File: src/rtl/fwid_pkg.sv
// fwid_pkg: shared types, constants and helpers for the firmware-ID readout.
//   fwid_state_e      - readout FSM state encoding (ST_CSUM only when
//                       FWID_CHECKSUM_EN is defined)
//   FWID_INIT_DEFAULT - default ROM contents, word 0 in the MSBs
//   fwid_xor_fold     - XOR of all ROM words, evaluated at elaboration
package fwid_pkg;

  typedef enum logic [2:0] {
    ST_IDLE  = 3'd0,
    ST_LOAD  = 3'd1,
    ST_SHIFT = 3'd2,
    ST_NEXT  = 3'd3
`ifdef FWID_CHECKSUM_EN
    , ST_CSUM = 3'd4
`endif
  } fwid_state_e;

  localparam int FWID_MAX_WORD_W = 64;
  localparam int FWID_MAX_WORDS  = 16;
  localparam int FWID_MAX_BITS   = FWID_MAX_WORD_W * FWID_MAX_WORDS;

  localparam logic [127:0] FWID_INIT_DEFAULT =
    {32'h1234DEAD, 32'hBEEF5678, 32'hCAFEF00D, 32'h00000001};

  // The packed image is zero-extended to the maximum size so one function
  // serves every parameterisation; XOR is order-independent, so the words
  // are folded starting from the LSB end.
  function automatic logic [FWID_MAX_WORD_W-1:0] fwid_xor_fold(
    input logic [FWID_MAX_BITS-1:0] init,
    input int                       word_w,
    input int                       num_words
  );
    logic [FWID_MAX_WORD_W-1:0] acc;
    logic [FWID_MAX_WORD_W-1:0] mask;
    acc  = '0;
    mask = (word_w >= FWID_MAX_WORD_W) ? '1 :
           ((FWID_MAX_WORD_W'(1) << word_w) - FWID_MAX_WORD_W'(1));
    for (int i = 0; i < FWID_MAX_WORDS; i++) begin
      if (i < num_words) begin
        acc = acc ^ (FWID_MAX_WORD_W'(init >> (i * word_w)) & mask);
      end
    end
    return acc;
  endfunction

endpackage

File: src/rtl/fwid_rom.sv
// fwid_rom: elaboration-time ID ROM with a one-cycle registered read.
// Ports:
//   clk  in  1       clock
//   addr in  ADDR_W  word index
//   dout out WORD_W  word at addr (zero when addr is out of range)
//   oob  out 1       addr was >= NUM_WORDS on the last read
module fwid_rom
  import fwid_pkg::*;
#(
  parameter int WORD_W    = 32,
  parameter int NUM_WORDS = 4,
  parameter int ADDR_W    = (NUM_WORDS > 1) ? $clog2(NUM_WORDS) : 1,
  parameter logic [NUM_WORDS*WORD_W-1:0] INIT = '0
)(
  input  logic              clk,
  input  logic [ADDR_W-1:0] addr,
  output logic [WORD_W-1:0] dout,
  output logic              oob
);

  logic [WORD_W-1:0] mem [NUM_WORDS];

  // Word 0 sits in the MSBs of the packed image.
  for (genvar g = 0; g < NUM_WORDS; g++) begin : g_word
    assign mem[g] = INIT[(NUM_WORDS-1-g)*WORD_W +: WORD_W];
  end

  always_ff @(posedge clk) begin
    if (32'(addr) < NUM_WORDS) begin
      dout <= mem[addr];
      oob  <= 1'b0;
    end else begin
      dout <= '0;
      oob  <= 1'b1;
    end
  end

endmodule

File: src/rtl/fwid_serial_reader.sv
// fwid_serial_reader: firmware-ID store with MSB-first bit-serial readout of
// one word or of all words in sequence; each word is also shown in parallel.
// Optional feature macro: FWID_CHECKSUM_EN appends the XOR of all ROM words
// to an all-words dump.
// Ports:
//   clk        in  1       clock
//   rst        in  1       synchronous active-high reset
//   req_valid  in  1       read request
//   req_ready  out 1       high only while idle
//   req_all    in  1       1 = dump all words, 0 = single word
//   req_addr   in  ADDR_W  word index for a single read
//   bit_out    out 1       serial data, MSB first
//   bit_valid  out 1       bit_out valid
//   bit_last   out 1       final bit of the transfer
//   word_out   out WORD_W  word currently being shifted
//   word_start out 1       pulse with the first bit of each word
//   addr_err   out 1       sticky out-of-range single-read flag
module fwid_serial_reader
  import fwid_pkg::*;
#(
  parameter int WORD_W    = 32,
  parameter int NUM_WORDS = 4,
  parameter int ADDR_W    = (NUM_WORDS > 1) ? $clog2(NUM_WORDS) : 1,
  parameter logic [NUM_WORDS*WORD_W-1:0] INIT = FWID_INIT_DEFAULT
)(
  input  logic              clk,
  input  logic              rst,
  input  logic              req_valid,
  output logic              req_ready,
  input  logic              req_all,
  input  logic [ADDR_W-1:0] req_addr,
  output logic              bit_out,
  output logic              bit_valid,
  output logic              bit_last,
  output logic [WORD_W-1:0] word_out,
  output logic              word_start,
  output logic              addr_err
);

  localparam int                CNT_W     = $clog2(WORD_W);
  localparam logic [CNT_W-1:0]  CNT_LAST  = CNT_W'(WORD_W - 1);
  localparam logic [ADDR_W-1:0] LAST_ADDR = ADDR_W'(NUM_WORDS - 1);

`ifdef FWID_CHECKSUM_EN
  localparam logic [WORD_W-1:0] CSUM_WORD =
    WORD_W'(fwid_xor_fold(FWID_MAX_BITS'(INIT), WORD_W, NUM_WORDS));
`endif

  fwid_state_e       state_q, state_d;
  logic              all_q, all_d;
  logic [ADDR_W-1:0] addr_q, addr_d;
  logic [CNT_W-1:0]  cnt_q, cnt_d;
  logic [WORD_W-1:0] shreg_q, shreg_d;
  logic [WORD_W-1:0] word_d;
  logic              bit_d, valid_d, last_d, start_d, ready_d, err_d;
  logic              load_en;
  logic [WORD_W-1:0] load_word;
  logic [WORD_W-1:0] rom_dout;
  logic              rom_oob;
  logic              more_words;
  logic              final_word;

`ifdef FWID_CHECKSUM_EN
  logic in_csum_q, in_csum_d;
  logic csum_wait_q, csum_wait_d;
`endif

  // The ROM is addressed with the next-address value so its registered
  // output is already valid during the LOAD cycle.
  fwid_rom #(
    .WORD_W    (WORD_W),
    .NUM_WORDS (NUM_WORDS),
    .ADDR_W    (ADDR_W),
    .INIT      (INIT)
  ) u_rom (
    .clk  (clk),
    .addr (addr_d),
    .dout (rom_dout),
    .oob  (rom_oob)
  );

  assign more_words = all_q && (addr_q != LAST_ADDR);
`ifdef FWID_CHECKSUM_EN
  assign final_word = all_q ? in_csum_q : 1'b1;
`else
  assign final_word = !more_words;
`endif

  always_comb begin
    state_d   = state_q;
    all_d     = all_q;
    addr_d    = addr_q;
    cnt_d     = cnt_q;
    shreg_d   = shreg_q;
    word_d    = word_out;
    err_d     = addr_err;
    bit_d     = 1'b0;
    valid_d   = 1'b0;
    last_d    = 1'b0;
    start_d   = 1'b0;
    load_en   = 1'b0;
    load_word = rom_dout;
`ifdef FWID_CHECKSUM_EN
    in_csum_d   = in_csum_q;
    csum_wait_d = csum_wait_q;
`endif

    case (state_q)
      ST_IDLE: begin
        if (req_valid) begin
          all_d   = req_all;
          addr_d  = req_all ? '0 : req_addr;
          state_d = ST_LOAD;
`ifdef FWID_CHECKSUM_EN
          in_csum_d = 1'b0;
`endif
        end
      end
      ST_LOAD: begin
        load_en = 1'b1;
        err_d   = addr_err | rom_oob;
      end
      ST_SHIFT: begin
        if (cnt_q != CNT_LAST) begin
          // shreg already holds the next bit in its MSB
          bit_d   = shreg_q[WORD_W-1];
          shreg_d = shreg_q << 1;
          cnt_d   = cnt_q + CNT_W'(1);
          valid_d = 1'b1;
          last_d  = (cnt_q == CNT_LAST - CNT_W'(1)) && final_word;
        end else if (more_words) begin
          state_d = ST_NEXT;
`ifdef FWID_CHECKSUM_EN
        end else if (all_q && !in_csum_q) begin
          state_d = ST_CSUM;
`endif
        end else begin
          state_d = ST_IDLE;
        end
      end
      ST_NEXT: begin
        addr_d  = addr_q + ADDR_W'(1);
        state_d = ST_LOAD;
      end
`ifdef FWID_CHECKSUM_EN
      // First cycle mirrors NEXT, second mirrors LOAD, so the checksum word
      // sees the same two-cycle bubble as a ROM word.
      ST_CSUM: begin
        if (!csum_wait_q) begin
          csum_wait_d = 1'b1;
        end else begin
          csum_wait_d = 1'b0;
          in_csum_d   = 1'b1;
          load_en     = 1'b1;
          load_word   = CSUM_WORD;
        end
      end
`endif
      default: state_d = ST_IDLE;
    endcase

    // First bit is presented directly from the loaded word; the shift
    // register keeps the remainder.
    if (load_en) begin
      shreg_d = load_word << 1;
      word_d  = load_word;
      bit_d   = load_word[WORD_W-1];
      valid_d = 1'b1;
      start_d = 1'b1;
      cnt_d   = '0;
      state_d = ST_SHIFT;
    end

    ready_d = (state_d == ST_IDLE);
  end

  always_ff @(posedge clk) begin
    if (rst) begin
      state_q    <= ST_IDLE;
      all_q      <= 1'b0;
      addr_q     <= '0;
      cnt_q      <= '0;
      word_out   <= '0;
      bit_out    <= 1'b0;
      bit_valid  <= 1'b0;
      bit_last   <= 1'b0;
      word_start <= 1'b0;
      req_ready  <= 1'b1;
      addr_err   <= 1'b0;
`ifdef FWID_CHECKSUM_EN
      in_csum_q   <= 1'b0;
      csum_wait_q <= 1'b0;
`endif
    end else begin
      state_q    <= state_d;
      all_q      <= all_d;
      addr_q     <= addr_d;
      cnt_q      <= cnt_d;
      word_out   <= word_d;
      bit_out    <= bit_d;
      bit_valid  <= valid_d;
      bit_last   <= last_d;
      word_start <= start_d;
      req_ready  <= ready_d;
      addr_err   <= err_d;
`ifdef FWID_CHECKSUM_EN
      in_csum_q   <= in_csum_d;
      csum_wait_q <= csum_wait_d;
`endif
    end
    shreg_q <= shreg_d;
  end

endmodule
File: config.mk
export PLATFORM = sky130hd
export DESIGN_NAME = fwid_serial_reader
export DESIGN_NICKNAME = d
export VERILOG_FILES = /design/src/rtl/fwid_pkg.sv /design/src/rtl/fwid_rom.sv /design/src/rtl/fwid_serial_reader.sv
export SDC_FILE = /design/constraint.sdc
export NUM_CORES = 1
export LEC_CHECK = 0
export CAP_MARGIN = 20
export CELL_PAD_IN_SITES_DETAIL_PLACEMENT = 0
export CELL_PAD_IN_SITES_GLOBAL_PLACEMENT = 1
export CORE_MARGIN = 2
export CORE_UTILIZATION = 45
export DETAILED_ROUTE_END_ITERATION = 16
export PLACE_DENSITY_LB_ADDON = 0.1
export SLEW_MARGIN = 20
export SYNTH_ARGS = -nofsm -noshare
export SYNTH_HDL_FRONTEND = slang
export SYNTH_HIERARCHICAL = 1
export SYNTH_SLANG_ARGS = --single-unit
export TNS_END_PERCENT = 30
File: constraint.sdc
create_clock -name clk -period 7.5 [get_ports clk]
set_clock_uncertainty 0.2 [all_clocks]
set_input_delay 1.125 -clock clk [delete_from_list [all_inputs] [get_ports clk]]
set_output_delay 1.125 -clock clk [all_outputs]
set_load 0.01 [all_outputs]
==> impl_results.md <==
* RSZ-0062 raised after global routing: no
* CP max stage delay at 0.57 ns
* Total number of vias at 2340
* Row count at 31
* Period utilization at around two fifths
* Mux cell area share after synthesis at less than 1%
* Synth top area share at 33.04%
* Crit path DAT at about 3.2 ns
* Slowest CP cell: or4b_1
* Core Area at about 0.0073 mm^2
* Worst path required time at about 7.5 ns
* Final setup viols at 0
* 1st-iter DRT viols at 99
* Routed length per placed instance at 12.96 um
* Io pins at 44
* Final hold viol count at 0
* HP Class: reg2reg
* Die ar. at about 0.0084 mm^2
* Synth Instances at roughly 370
* Post-route ant nets at 0
* Hold-fix buffers, CTS at 0
* Final GP Congestion at 0.7442
* Synth Area in Adders at approximately 3.3%
* Worst-Skew Late Latency at around 0.35 ns
* Initial Utilization at between 40% and 50%
* Fraction of registers with async set/reset at 0%
* Root buffer cell: clkbuf_8
* CP endpoint kind: flop
* Htree depth at 3
* Post-Synth Simple-Gate Area at roughly 19%
* Outcome: completed
* Fin nets at approximately 400
* Final setup TNS at 0 ns
* VDD IR-drop max at roughly 0.09 mV
* Routed vias/inst at between 4 and 5
* First-pass GRT wire length at ~11000 um
* Slew Limit Fails at 0
* Achievable clock frequency at between 0.3 and 0.4 GHz
* Post-synthesis cell type with the largest combined area: dfxtp_1
* Kind of critical path: in2reg
* Xor/xnor share of the synthesized area at less than 1%
* Synth area leaders: dfxtp_1 33%, edfxtp_1 27%, nand2_1 14%
* WL final at approximately 6300 um
* Leak at approximately 1.5 nW
* GRT Total Usage at between 10% and 20%
* GRT overflow at 0
* Final min period at around 3.1 ns
* Antenna violations before repair at 0
* Reg-to-reg setup timing slack at slightly below 5 ns
* Commonest cells in the synthesized netlist: 131 x nand2_1, 57 x dfxtp_1, 45 x a21oi_1, 31 x edfxtp_1, 25 x buf_4
* Rel. slew slack at a little over two fifths
* Clk slew on worst S/H paths at 0.08 ns
* Post-CTS setup buffers at 0
* Remaining routing DRC violations at 0
* HPWL Detailed at between 3000 and 4000 um
* Top FF cell, synth: dfxtp_1
* Power density over the cells at 223.7 mW/mm^2
* I/O Buffers at between 40 and 50
* Layout area overhead at 14.93%
* Chip width at roughly 92 um
* Main combinational cell family by area after synthesis: simple AND/OR/NAND/NOR gates
* Number of distinct library cells after synthesis at 35
* Antenna diodes at 0
* Post-layout instance area at ~0.004 mm^2
* Clock Path Buffers at 2
* Post-synthesis sequential area ratio at 60.00%
* Compound-gate portion of the synthesized area at a little over 8%
* Drt first pass iters at 4
* Worst Tran Pin Value at approximately 0.83 ns
* Worst Path Max Fanout at 6
* Crit-path leading delay family: simple AND/OR/NAND/NOR gates
* TritonCTS Sinks at a little under 90
* Max Cap Violations at 0
* Post-Syn Area at 0.003453 mm^2
* Post-layout util at a little over half
* CP Launch Type: input port
* Num CTS Buffers at 9
* CP cell instances: clkdlybuf4s50_1 -> or4b_1 -> o32a_1 -> nand2_1 -> inv_1 -> ha_1 -> or2_1
* Ratio of cells with drive above 1 in the final layout at roughly 5.4%
* Post-CTS Resized at 0
* Post-synth EDFFs at 31
* Buf/Inv on CP at 2
* CTS tree: built
* Die Y-Extent at a little over 90 um
* Syn_area_per_cell at 9.461 um^2
* Area post-placement at around 0.0038 mm^2
* Vias in the first global route at 2189
* Syn. warnings at 6
* Number of synthesized register bits at 88
* Largest net degree at the start of global routing at 50
* Most common cell in the netlist: nand2_1
where the power goes:
| group | switching [W] | leakage, nW | internal, W |
|---|---|---|---|
| Combinational | 0.0000300 | 0.710 | 0.0000226 |
| Sequential | 0.0000113 | 0.745 | 0.000509 |
| Clock | 0.000162 | 0.0883 | 0.000152 |
routing by layer:
layer | global-route usage (%) | vias to the layer above | wire length [um]
met3 | 2.822 | 7 | 283
li1 | - | 1196 | -
met1 | 22.15 | 1091 | 3053
met4 | 8.838 | 0 | 72
met2 | 23.96 | 46 | 2875
met5 | 0 | - | 0
flip-flops by register name, indices dropped and copies added, names as in the netlist:
signal / count
addr_q: 2
word_start: 1
word_out: 32
req_ready: 1
state_q: 3
all_q: 1
bit_valid: 1
u_rom/dout: 8
addr_err: 1
bit_last: 1
shreg_q: 31
cnt_q: 5
bit_out: 1
placed cells by master (no fill, tap or decap), types with 2 or more instances in the layout:
cell,count
conb_1,5
o21ai_0,2
dfxtp_1,57
ha_1,9
or3_1,2
buf_4,4
a211oi_1,3
nand3_1,2
clkbuf_8,9
or4b_1,2
clkdlybuf4s50_1,43
nor2_1,5
clkinvlp_4,2
a21oi_1,45
edfxtp_1,31
nand2_1,131
inv_1,12
nand2b_1,2
layout make-up:
type                       instances  area [um^2]
clock buffer                      10        127.6
clock inverter                     5        58.81
fill                             682         3362
multi-input combinational        224         1081
timing repair buffer              47        460.4
tap                               99        123.9
sequential                        88         2072
inverter                          12        45.04
worst paths after layout:
kind	startpoint	endpoint	cells after the start
hold reg to reg	word_out[19]	word_out[19]	2
setup / recovery	req_valid	u_rom/dout[20]	7
setup reg to reg	cnt_q[0]	shreg_q[10]	6
hold / removal	word_out[19]	word_out[19]	2
through the flow:
stage / total power (W) / hold slack [ns] / setup WS (ns) / cells
3_3_place_gp: 0.0005843 / 0.2416 / 4.057 / 470
5_1_grt: 0.0009274 / 0.2754 / 4.269 / 485
4_1_cts: 0.0009000 / 0.2575 / 4.380 / 485
3_5_place_dp: 0.0005855 / 0.2464 / 3.998 / 470
2_1_floorplan: 0.0005764 / 0.2395 / 4.622 / 368
6_report: 0.0008877 / 0.2536 / 4.369 / 485
kinds of logic after synthesis:
family,count (synthesis)
buf+inv,56
flops,88
compound gates,53
simple gates,155
other cells,2
xor+xnor,1
fa+ha+maj,9
mux,1
worst min-delay path, cell delays in order (launching register included):
cell and delay [ns]:
dfxtp_1 0.31, nand2_1 0.05, a21oi_1 0.05
No activity file was read; power rests on OpenSTA's default activity.
